<file path="src/rtl/drink_selector.sv">
// drink_selector: synchronises and debounces the one-hot drink switches,
// decodes them into a drink code, and offers that code to the brew
// controller through a valid/ready handshake. The selection stays frozen
// until the brew controller reports completion.
module drink_selector #(
  parameter int N_DRINKS        = 4,
  parameter int DEBOUNCE_CYCLES = 16,
  localparam int TYPE_W         = $clog2(N_DRINKS + 1)
) (
  input  logic                clk,
  input  logic                rst_n,
  input  logic [N_DRINKS-1:0] switches,
  input  logic                start,
  input  logic                cancel,
  input  logic                c_ready,
  input  logic                brew_done,
  output logic [TYPE_W-1:0]   c_type,
  output logic                c_valid,
  output logic                busy,
  output logic                sel_error,
  output logic                reject
);

  localparam int CNT_W = $clog2(DEBOUNCE_CYCLES) + 1;
  localparam logic [CNT_W-1:0] CNT_MAX = CNT_W'(DEBOUNCE_CYCLES - 1);

  typedef enum logic [1:0] {
    S_IDLE,
    S_REQ,
    S_BREW
  } state_t;

  logic [N_DRINKS-1:0] r_sync1;
  logic [N_DRINKS-1:0] r_sync2;
  logic [N_DRINKS-1:0] r_cand;
  logic [CNT_W-1:0]    r_cnt;
  logic                w_stable;

  logic [TYPE_W-1:0]   w_code;
  logic                w_err;
  logic                w_hit;

  state_t              r_state;
  state_t              w_next;
  logic                w_refuse;

  logic [TYPE_W-1:0]   r_c_type;
  logic                r_c_valid;
  logic                r_busy;
  logic                r_sel_error;
  logic                r_reject;

  // Two-flop synchroniser for the asynchronous switch inputs.
  always_ff @(posedge clk or negedge rst_n) begin
    if (!rst_n) begin
      r_sync1 <= '0;
      r_sync2 <= '0;
    end else begin
      r_sync1 <= switches;
      r_sync2 <= r_sync1;
    end
  end

  // Debouncer: restart the window on any change, otherwise count up and saturate.
  always_ff @(posedge clk or negedge rst_n) begin
    if (!rst_n) begin
      r_cand <= '0;
      r_cnt  <= '0;
    end else if (r_sync2 != r_cand) begin
      r_cand <= r_sync2;
      r_cnt  <= '0;
    end else if (r_cnt != CNT_MAX) begin
      r_cnt  <= r_cnt + CNT_W'(1);
    end
  end

  assign w_stable = (r_sync2 == r_cand) && (r_cnt == CNT_MAX);

  // One-hot decode of the debounced pattern; multi-hot flags an error and yields code 0.
  always_comb begin
    w_code = '0;
    w_err  = 1'b0;
    w_hit  = 1'b0;
    for (int i = 0; i < N_DRINKS; i++) begin
      if (r_cand[i]) begin
        if (w_hit) begin
          w_err = 1'b1;
        end
        w_hit  = 1'b1;
        w_code = TYPE_W'(i + 1);
      end
    end
    if (w_err) begin
      w_code = '0;
    end
  end

  // State register.
  always_ff @(posedge clk or negedge rst_n) begin
    if (!rst_n) begin
      r_state <= S_IDLE;
    end else begin
      r_state <= w_next;
    end
  end

  // Next-state logic; start is judged against the registered selection, c_ready beats cancel.
  always_comb begin
    w_next   = r_state;
    w_refuse = 1'b0;
    case (r_state)
      S_IDLE: begin
        if (start) begin
          if (w_stable && (r_c_type != '0) && !r_sel_error) begin
            w_next = S_REQ;
          end else begin
            w_refuse = 1'b1;
          end
        end
      end
      S_REQ: begin
        if (c_ready) begin
          w_next = S_BREW;
        end else if (cancel) begin
          w_next = S_IDLE;
        end
      end
      S_BREW: begin
        if (brew_done) begin
          w_next = S_IDLE;
        end
      end
      default: w_next = S_IDLE;
    endcase
  end

  // Registered outputs; the selection only tracks the switches while idle.
  always_ff @(posedge clk or negedge rst_n) begin
    if (!rst_n) begin
      r_c_type    <= '0;
      r_sel_error <= 1'b0;
      r_c_valid   <= 1'b0;
      r_busy      <= 1'b0;
      r_reject    <= 1'b0;
    end else begin
      if ((r_state == S_IDLE) && w_stable) begin
        r_c_type    <= w_code;
        r_sel_error <= w_err;
      end
      r_c_valid <= (w_next == S_REQ);
      r_busy    <= (w_next != S_IDLE);
      r_reject  <= w_refuse;
    end
  end

  assign c_type    = r_c_type;
  assign c_valid   = r_c_valid;
  assign busy      = r_busy;
  assign sel_error = r_sel_error;
  assign reject    = r_reject;

endmodule

</file>
<file path="config.mk">
export PLATFORM = sky130hd
export DESIGN_NAME = drink_selector
export DESIGN_NICKNAME = d
export VERILOG_FILES = /design/src/rtl/drink_selector.sv
export SDC_FILE = /design/constraint.sdc
export NUM_CORES = 1
export LEC_CHECK = 0
export ABC_AREA = 1
export CORE_MARGIN = 2
export CORE_UTILIZATION = 49
export CTS_BUF_LIST = sky130_fd_sc_hd__clkbuf_4 sky130_fd_sc_hd__clkbuf_8
export CTS_CLUSTER_DIAMETER = 40
export DETAILED_ROUTE_END_ITERATION = 16
export GPL_TIMING_DRIVEN = 0
export MAX_ROUTING_LAYER = met4
export PLACE_DENSITY = 0.77
export SYNTH_ARGS = -nofsm -noshare
export SYNTH_HDL_FRONTEND = slang
export SYNTH_SLANG_ARGS = --single-unit
export TNS_END_PERCENT = 5
</file>
<file path="constraint.sdc">
create_clock -name clk -period 1.7 [get_ports clk]
set_clock_uncertainty 0.1 [all_clocks]
set_input_delay 0.34 -clock clk [delete_from_list [all_inputs] [get_ports clk]]
set_output_delay 0.34 -clock clk [all_outputs]
set_load 0.01 [all_outputs]
</file>
==> results.md, run 1 <==
Route:
- The routed layout has ~770 vias.
- In the routed design, unresolved DRC markers number 0.
- The violation count after the first detailed-route iteration is 11.
- The number of routed nets with antenna violations is 0.
- The routed via count divided by cell count is 4.77.
- The number of search-and-repair iterations in the first detailed-routing pass is 4.
- The total routed wirelength is around 1700 um.
- Dividing the detail-routed wire length by the instance count gives 10.5 um.

Timing:
- The count of pins over their slew limit is 0.
- The hold violation count in the final report is 0.
- The fmax is 607 MHz.
- Setup repair after global routing could not meet its margin everywhere.
- At the pin with the least slew margin, the transition time is 1.09 ns.
- The number of endpoints failing setup at the final stage is 0.
- The time the final worst path needs with I/O delays and setup is 1.65 ns.
- The final cycle utilization of the critical path is 97.0%.
- Setup slack closes at ~0.05 ns.
- In this run the tightest slew margin relative to its limit is 27.4%.

Global route:
- The total overflow left after global routing is 0.
- For this run, global-route usage on met3 was measured as 1.75%.
- The number of global-route vias before repair is approximately 700.
- The global-route layer with the greatest usage is met2.
- The number of antenna violations at the first check in global routing is 0.
- In the global route stage, met1 resource usage came out at 18.4%.
- The pin count of the biggest net entering global routing is 27.
- The first global-routing pass estimated 2820 um of wire.
- For met2 alone, demand over resource in global routing was 24.2%.
- Global routing used 15.2% of the available tracks.

Pwr:
- Net switching is 21.2% of the power.
- The register share of total power is 63.5%.
- The clock network burns 28.8% of the power.
- In this run, the combinational gates consume 7.7% of the power.
- The design draws 0.00102 W.
- The switching power is 0.000215 W.
- Power spread over the standard cell area amounts to 764 nW/um2.
- The largest voltage drop on the vdd net is approximately 0.00064 V.
- The analysis attributes to cell leakage a power of 0.707 nW.
- The internal portion of the total power is 0.000803 W.

Synth:
- The number of nets in the synthesized netlist is 124.
- The cell taking the most area after synthesis is sky130_fd_sc_hd__dfrtp_1.
- For this run, the number of Yosys warnings is 0.
- By instance count, the leading cell after synthesis is sky130_fd_sc_hd__dfrtp_1.
- The async set-or-reset flop fraction in the synthesized netlist is 100%.
- The synthesized area is 1090 um2.
- The post-synthesis cell count is 112.
- The commonest cells after synthesis are 26 x sky130_fd_sc_hd__dfrtp_1, 25 x sky130_fd_sc_hd__nand2_1, 12 x sky130_fd_sc_hd__inv_1.
- The number of different library cells used by synthesis comes to 26.
- The mean cell area of the mapped netlist is 9.76 um2.
- The most used flip-flop cell after synthesis is sky130_fd_sc_hd__dfrtp_1.
- Synthesis inferred 26 register bits.
- The sequential area share after synthesis is 59.5%.
- The portion of synthesized cell area occupied by the leading cell type is approximately 59%.
- By area the synthesized netlist is led by sky130_fd_sc_hd__dfrtp_1 59%, sky130_fd_sc_hd__nand2_1 8.6%, sky130_fd_sc_hd__inv_1 4.1%, sky130_fd_sc_hd__nor2_1 3.1%, sky130_fd_sc_hd__ha_1 2.3%.
- Yosys mapped a number of flops with a built-in enable equal to 0.

Die:
- The full die area is 2630 um2.
- From left edge to right edge, the die measures 51.2 um.
- Pin placement for this block handled 17 I/O pins.
- From bottom edge to top edge, the die measures 51.2 um.
- The core box area is roughly 2200 um2.
- The starting density of the core is 50.4%.
- In this run the core area contains 17 standard-cell rows.

CTS:
- The buffer levels on the longest clock path is 2.
- Clock latency on the worst-skew pair, taken at its later pin, is 0.31 ns.
- The H-tree depth is 1.
- After clock tree synthesis, the clock-pin slew on the worst setup and hold paths is roughly 0.13 ns.
- After clock tree synthesis, the flow added hold-fix buffers numbering 0.
- The CTS tree is yes.
- The cell chosen for the clock root is sky130_fd_sc_hd__clkbuf_4.
- The TritonCTS sink count is 26.
- The number of buffers inserted during clock tree synthesis is 3.

Placed design:
- Routability-driven placement finished with a final weighted congestion of 0.812.
- Buffers placed on the I/O ports in this run total 16.
- The placed wire-length estimate after detailed placement is 1330 um.
- The pre-CTS setup slack is -0.118 ns.

Worst setup path:
- The kind of launch point of the worst setup path is a flip-flop.
- The worst endpoint required time is 1.82 ns.
- The critical path class is reg -> reg.
- For the worst setup path, the data arrival time is roughly 1.8 ns.
- The worst setup path is captured at a flip-flop.
- Along the worst path, the maximum fanout reaches 3.

Layout:
- The final-stage net count is 146.
- The post-route netlist has 14.3% of its cells at a drive strength greater than 1.
- The layout-stage area growth over the synthesis result is 22.0%.
- The filler cells instantiated in the layout total 199.
- The total area of sequential cells is around 650 um2.
- The multi-input combinational cells in the finished layout cover a total of 365 um2.
- The number of antenna diodes in the final layout is 0.

Status:
- The flow ran to the end, and the final reports show no timing, DRC or antenna violations.

Run:
- The tool flagged a number of max-cap violations equal to 0.

Min path:
- The path class of the tightest hold or removal check is reg -> reg.
## power by group through the flow
stage          Sequential, W  Clock, W  Combinational, W
2_1_floorplan       0.000656         0         0.0000375
3_3_place_gp        0.000657         0         0.0000754
3_5_place_dp        0.000659         0         0.0000788
4_1_cts             0.000647  0.000315         0.0000792
5_1_grt             0.000648  0.000343         0.0000893
6_report            0.000646  0.000293         0.0000786
## kinds of logic (layout without fill, tap and decap cells)
logic type                 Yosys count  after routing  share of synthesized area, %
and+or+nand+nor                     51             51                          23.5
DFF                                 26             26                          59.5
buffers and inverters               21             42                          7.32
AOI/OAI and AO/OA                    8              8                          4.23
xor gates and xnor gates             4              4                          3.20
adders and majority gates            2              2                          2.29
## worst max-delay path, stage by stage, from the launching register on
cell	delay, ns
sky130_fd_sc_hd__dfrtp_1	0.41
sky130_fd_sc_hd__ha_1	0.21
sky130_fd_sc_hd__and3_1	0.19
sky130_fd_sc_hd__ha_1	0.21
sky130_fd_sc_hd__nor2_2	0.12
sky130_fd_sc_hd__nand3_1	0.10
sky130_fd_sc_hd__xor2_1	0.16
sky130_fd_sc_hd__nor2_1	0.06
## worst paths after layout
path	from	endpoint	slack, ns	depth (start not counted)
worst max-delay path	r_cnt[0]	r_cnt[3]	0.05	7
worst min-delay path	r_sync1[2]	r_sync2[2]	0.27	0
worst max register to register	r_cnt[0]	r_cnt[3]	0.05	7
worst min register to register	r_sync1[2]	r_sync2[2]	0.27	0
max in group asynchronous	rst_n	r_cand[1]	0.35	1
min in group asynchronous	rst_n	r_state[1]	0.50	1
## through the flow
stage | cells | TNS (ns) | util (%) | hold slack (ns) | instance area (um2)
after detailed placement | 156 | -3.06 | 59.4 | 0.243 | 1290
after global routing | 161 | -0.189 | 61.5 | 0.283 | 1330
final | 161 | 0 | 61.5 | 0.266 | 1330
after CTS | 160 | 0 | 61.0 | 0.272 | 1320
after global placement | 156 | -1.80 | 59.4 | 0.233 | 1290
after floorplan | 112 | 0 | - | -0.0556 | 1090
## cell usage in the layout (no fill, tap or decap)
| cell type | count |
|---|---|
| sky130_fd_sc_hd__dlymetal6s2s_1 | 1 |
| sky130_fd_sc_hd__inv_2 | 4 |
| sky130_fd_sc_hd__nand3_2 | 1 |
| sky130_fd_sc_hd__nand2_1 | 25 |
| sky130_fd_sc_hd__xor2_1 | 2 |
| sky130_fd_sc_hd__nor3_1 | 1 |
| sky130_fd_sc_hd__or2_2 | 2 |
| sky130_fd_sc_hd__nor2_8 | 1 |
| sky130_fd_sc_hd__nor3_2 | 1 |
| sky130_fd_sc_hd__a21oi_1 | 3 |
| sky130_fd_sc_hd__nor4_1 | 1 |
| sky130_fd_sc_hd__clkbuf_4 | 3 |
| sky130_fd_sc_hd__and3_1 | 1 |
| sky130_fd_sc_hd__nor2_2 | 1 |
| sky130_fd_sc_hd__nand4_2 | 1 |
| sky130_fd_sc_hd__a21oi_2 | 1 |
| sky130_fd_sc_hd__inv_1 | 12 |
| sky130_fd_sc_hd__o22ai_1 | 1 |
| sky130_fd_sc_hd__clkbuf_8 | 1 |
| sky130_fd_sc_hd__buf_4 | 1 |
| sky130_fd_sc_hd__nor2_1 | 8 |
| sky130_fd_sc_hd__xnor2_1 | 2 |
| sky130_fd_sc_hd__clkdlybuf4s50_1 | 12 |
| sky130_fd_sc_hd__nand3_1 | 3 |
| sky130_fd_sc_hd__dfrtp_1 | 26 |
| sky130_fd_sc_hd__buf_2 | 1 |
| sky130_fd_sc_hd__clkbuf_1 | 4 |
| sky130_fd_sc_hd__dlygate4sd2_1 | 3 |
| sky130_fd_sc_hd__a31oi_1 | 1 |
| sky130_fd_sc_hd__nand4_1 | 4 |
| sky130_fd_sc_hd__nand2_2 | 1 |
| sky130_fd_sc_hd__o21ai_0 | 2 |
| sky130_fd_sc_hd__ha_1 | 2 |
## registers in the layout, summed over array words and instances, names as in the netlist
name and flops:
r_cand 4, r_cnt 5, busy 1, sel_error 1, r_state 2, r_sync1 4
r_sync2 4, c_type 3, reject 1, c_valid 1
## area by class of cell
cell class / count / share of cell area [%]
sequential: 26 / 48.8
buffer: 5 / 1.50
timing repair buffer: 17 / 12.5
tap: 28 / 2.63
inverter: 16 / 4.50
multi-input combinational: 65 / 27.4
clock buffer: 4 / 2.72
## what timing repair did
item,4_1_cts,5_1_grt
buffers inserted,0,1
endpoints found under the setup margin,4,9
pin swaps,0,1
resized for setup,4,1
## metal layers
metal  vias up  part of all wire, %
met3         4                  3.7
met1       353                   42
met2        17                   52
met5         -                    0
li1        394                    -
met4         0                  1.8
No activity file was read; power rests on OpenSTA's default activity.
==> run 2: changes to the inputs <==
- ABC_CLOCK_PERIOD_IN_PS: default -> 1700
- HOLD_SLACK_MARGIN: default -> 0.1
==> results of run 2 <==
The final DEF is identical to that of run 1; final timing and power are the same.
==> variant 1: new RTL, config.mk and constraints of run 2 <==
Re-encode `state_t` (3 states) as one-hot, 3 bits wide.
--- a/src/rtl/drink_selector.sv
+++ b/src/rtl/drink_selector.sv
@@ -24,10 +24,10 @@
   localparam int CNT_W = $clog2(DEBOUNCE_CYCLES) + 1;
   localparam logic [CNT_W-1:0] CNT_MAX = CNT_W'(DEBOUNCE_CYCLES - 1);
 
-  typedef enum logic [1:0] {
-    S_IDLE,
-    S_REQ,
-    S_BREW
+  typedef enum logic [2:0] {
+    S_IDLE = 3'b001,
+    S_REQ  = 3'b010,
+    S_BREW = 3'b100
   } state_t;
 
   logic [N_DRINKS-1:0] r_sync1;
Function: same outputs for any inputs over 10 cycles, from zero or initial values and one cycle with rst_n low; not proved beyond that.
==> variant 1 against run 2 <==
Setup slack gained 0.010 ns. Area after synthesis increased by 5.8%. Sequential share of layout area down 1.8 points. Wire length up 13%. Clock power decreased by 1%. Design area up 8.1%. Die area grew 5.4%. Sequential cell count rose by 1. Sequential power is 4.3% higher. Total power increased by 3.7%. Final cell count up 5.0%. Core utilization is 3.1 points higher. Critical path type unchanged. Largest power group unchanged. Highest routed layer unchanged.
==> variant 1: results <==
group,metric,value,unit
global_routing,grt_pass1_wl,3370,microns
synth,synth_nets,128,
critical_path,arrival,1.81,ns
run_status,status,"completed",
place,dp_hpwl,1350,microns
timing,worst_hold_slack,0.266,ns
synth,synthTopCellsByCount,"dfrtp_1, nand2_1, inv_1, nor2_1",
place,place_congestion,0.852,
critical_path,critPathSlowestCell,"dfrtp_1",
critical_path,reg2reg_depth,8,
drt,drt_iter0_markers,14,
critical_path,worst-path-max-fanout,5,
place,place_area,1360,sq um
layout,drive_above_1_share,17.7,%
worst_hold_path,min-delay-start,"r_sync1[1]",
pwr,ir_drop,0.547,mV
cts,cts-root-buf,"clkbuf_4",
layout,fin_nets,154,
synth,synth-seq-area-share,58.5,%
layout,fillers,176,
global_routing,grt_max_degree,28,
cts,clock_latency,0.32,ns
global_routing,grt_usage,17.5,%
worst_hold_path,hold_end,"r_sync2[1]",
drt,vias_per_cell,4.95,
timing,max_slew_margin,24.8,%
critical_path,slowest_delay,0.41,ns
synth,yosys-top-cells-area,"dfrtp_1, nand2_1, inv_1, nor2_1, dfstp_2",
[variant 1: cell count changes in the layout (fill, tap and decap cells not counted), moves of 3 or more]
cell,delta
inv_1,+3
o21ai_1,+4
buf_4,+3
nand2_1,-5
[variant 1: layout make-up]
cell class                      count  share of cell area (%)
Multi-Input combinational cell     66                    28.5
Buffer                              5                    1.82
Inverter                           18                    4.69
Sequential cell                    27                    47.0
Clock buffer                        3                    1.56
Clock inverter                      1                   0.608
Tap cell                           28                    2.43
Timing Repair Buffer               21                    13.5
[variant 1: layer usage]
metal | global-route usage [%] | up-vias | wire (microns) | share of wire (%)
met1 | 18.9 | 392 | 775 | 41
met2 | 30.2 | 18 | 1000 | 53
li1 | - | 418 | - | -
met5 | - | - | 0 | 0
met3 | 4.29 | 8 | 78 | 4.1
met4 | 8.12 | 0 | 44 | 2.3
[variant 1: power groups by stage]
| stage | sequential [uW] | combinational, uW | clock, uW |
|---|---|---|---|
| finish | 674 | 93.8 | 289 |
| global route | 677 | 105 | 330 |
| CTS | 674 | 93.9 | 301 |
| detailed placement | 686 | 90.7 | 0 |
| global placement | 685 | 87.0 | 0 |
| floorplan | 684 | 46.3 | 0 |
[variant 1: repair_timing]
item,4_1_cts,5_1_grt
setup buffers,3,1
setup endpoints to repair,6,3
gates cloned,0,1
gates resized for setup,8,3
hold buffers,0,0
pin swaps,0,2
[variant 1: cell families (layout without fill, tap and decap cells)]
logic type,after synthesis,after routing,synth area share [%]
simple gates,47,47,22.2
flops,27,27,58.5
buf+inv,23,48,7.57
compound gates,13,13,6.60
xor+xnor,4,4,3.03
fa+ha+maj,2,2,2.16
[variant 1: worst max path at each step]
stage                     startpoint       end  slack, ns  cells after the start
after detailed placement       rst_n  r_cnt[3]      -0.14                      1
after global routing        r_cnt[0]  r_cnt[3]      -0.05                      8
after CTS                   r_cnt[0]  r_cnt[3]      0.005                      8
after floorplan             r_cnt[0]  r_cnt[3]       0.02                      8
after global placement         rst_n  r_cnt[2]      -0.11                      1
final                       r_cnt[0]  r_cnt[3]       0.06                      8
[variant 1: stage by stage]
step	util (%)	worst slack (ns)	std cells
after floorplan	-	0.0193	116
after global placement	60.7	-0.108	160
after detailed placement	60.7	-0.135	160
after CTS	63.8	0.00515	167
after global routing	64.5	-0.0459	169
final	64.5	0.0612	169
[variant 1: worst register-to-register path, stage by stage, from the launching register on]
cell and delay, ns:
dfrtp_1 0.41, ha_2 0.19, and3_1 0.18, ha_2 0.18
buf_6 0.14, nor2_4 0.09, nand3_2 0.07, xor2_1 0.14
nor2_1 0.08
==> variant 2: new RTL, config.mk and constraints of run 2 <==
Made on the original files. Set the parameter `N_DRINKS` to 8 (it was 4).
--- a/src/rtl/drink_selector.sv
+++ b/src/rtl/drink_selector.sv
@@ -3,7 +3,7 @@
 // controller through a valid/ready handshake. The selection stays frozen
 // until the brew controller reports completion.
 module drink_selector #(
-  parameter int N_DRINKS        = 4,
+  parameter int N_DRINKS        = 8,
   parameter int DEBOUNCE_CYCLES = 16,
   localparam int TYPE_W         = $clog2(N_DRINKS + 1)
 ) (
Ports: changed (resized c_type and switches); port bits go from 17 to 22. No check against the original RTL was run, so the function may have changed too.
==> variant 2 against run 2 <==
Sequential share of layout area decreased by 0.33 points. Clock power is 72% higher. First-iteration DRC count grew to 2.7 times the old value. Design area grew 51%. Via count increased by 48%. Non-clock buffer count rose by 8. Critical path depth shrank 6. Sequential cell count grew 13. Global-route usage grew 0.35 points. Area after synthesis up 50%. Wire length rose by 38%. Total power is 57% higher. Combinational power is 51% higher. Setup slack improved by 0.027 ns.
==> variant 2: results <==
group,metric,value,unit
drt,drt_iter0_markers,30,
synth,yosys-top-cells-area,"dfrtp_1, nand2_1, inv_1, nor2_1, nand3_1",
run_status,status,"completed",
pwr,ir_drop,0.635,mV
cts,path_clk_slew,0.11,ns
global_routing,grt_pass1_wl,4030,microns
critical_path,slowest_delay,0.52,ns
synth,synth_xor_area_share,2.67,%
critical_path,arrival,1.18,ns
layout,diodes,0,
drt,vias,1134,
synth,synth.area.mux_share,0,%
layout,fin_nets,225,
global_routing,grt.overflow.total,0,
layout,top_regs,"r_cand: 8 flops, r_sync1: 8 flops, r_sync2: 8 flops",
place,place_congestion,0.785,
worst_hold_path,hold_end,"r_sync2[4]",
cts,cts-root-buf,"clkbuf_4",
critical_path,reg2reg_to,"r_cnt[2]",
synth,async_flop_share,100,%
synth,synth-seq-area-share,59.4,%
layout,drive_above_1_share,12.9,%
cts,clock_latency,0.35,ns
pwr,p_leak,0.00108,uW
place,place_area,1910,sq um
global_routing,grt_max_degree,40,
synth,synthTopCellsByCount,"nand2_1, dfrtp_1, inv_1, nor2_1",
critical_path,worst-path-max-fanout,1,
cts,cts_max_level,2,
global_routing,grt_pass1_vias,998,
global_routing,grt_usage,15.5,%
timing,worst-slew-pin-transition,0.819,ns
synth,synth-warning-count,0,
critical_path,r2r_slack,0.10,ns
synth,synth_compound_area_share,3.12,%
place,numPortBuffers,21,
critical_path,critPathSlowestCell,"clkdlybuf4s50_1",
layout,fillers,282,
place,dp_hpwl,1720,microns
timing,worst_hold_slack,0.252,ns
drt,wl_per_cell,9.06,microns
synth,synth_nets,196,
pwr,pwr-share-seq,61.1,%
synth,synthAdderAreaFrac,1.52,%
worst_hold_path,min-delay-start,"r_sync1[4]",
critical_path,crit_family,"buffers and inverters",
synth,synth_cell_types,23,
pwr,internal_power,1240,uW
cts,cts_made_buffers,5,
[variant 2: logic make-up after synthesis]
family,Yosys count
buffers and inverters,33
adder cells (fa/ha/maj),2
flip-flops,39
AO/OA/AOI/OAI,9
XOR/XNOR,5
AND/OR/NAND/NOR,92
[variant 2: final cells by class]
cell class	count	area, sq um	share of cell area, %
Buffer	8	30.0	1.49
Inverter	25	93.8	4.66
Sequential cell	39	976	48.4
Clock buffer	7	58.8	2.92
Tap cell	46	57.6	2.86
Timing Repair Buffer	22	214	10.6
Clock inverter	1	8.76	0.435
Multi-Input combinational cell	108	576	28.6
[variant 2: worst max-delay path by stage]
stage	startpoint	endpoint
6_report	reject	reject
3_5_place_dp	r_cnt[0]	r_cnt[2]
4_1_cts	c_valid	c_valid
3_3_place_gp	rst_n	reject
5_1_grt	r_cnt[0]	r_cnt[3]
2_1_floorplan	r_cnt[0]	r_cnt[2]
[variant 2: power groups by stage]
stage | clock network (uW) | registers, uW | logic (uW)
2_1_floorplan | 0 | 994 | 60.4
3_3_place_gp | 0 | 996 | 116
6_report | 504 | 979 | 119
5_1_grt | 569 | 985 | 138
4_1_cts | 532 | 980 | 120
3_5_place_dp | 0 | 998 | 118
[variant 2: repair_timing]
item	in CTS	in global routing
pin swaps	0	2
hold endpoints to repair	39	0
gates resized for setup	8	7
endpoints found under the setup margin	8	8
hold buffers	1	0
[variant 2: metrics by stage]
| stage | power [uW] | setup slack, ns | cells | TNS, ns | util, % |
|---|---|---|---|---|---|
| finish | 1600 | 0.0784 | 256 | 0 | 61.3 |
| floorplan | 1050 | 0.0541 | 180 | 0 | - |
| detailed placement | 1120 | -0.0763 | 247 | -0.0928 | 58.0 |
| CTS | 1630 | 0.0116 | 256 | 0 | 60.3 |
| global placement | 1110 | -0.645 | 247 | -25.13 | 58.2 |
| global route | 1690 | -0.0133 | 256 | -0.0133 | 61.3 |
[variant 2: routing by layer]
layer	track usage (%)	routed length (microns)	share of wire (%)	vias up
met5	-	0	0	-
met4	8.21	66	2.8	0
met3	4.97	100	4.3	5
met2	23.3	1060	46	23
met1	18.7	1090	47	506
li1	-	-	-	600
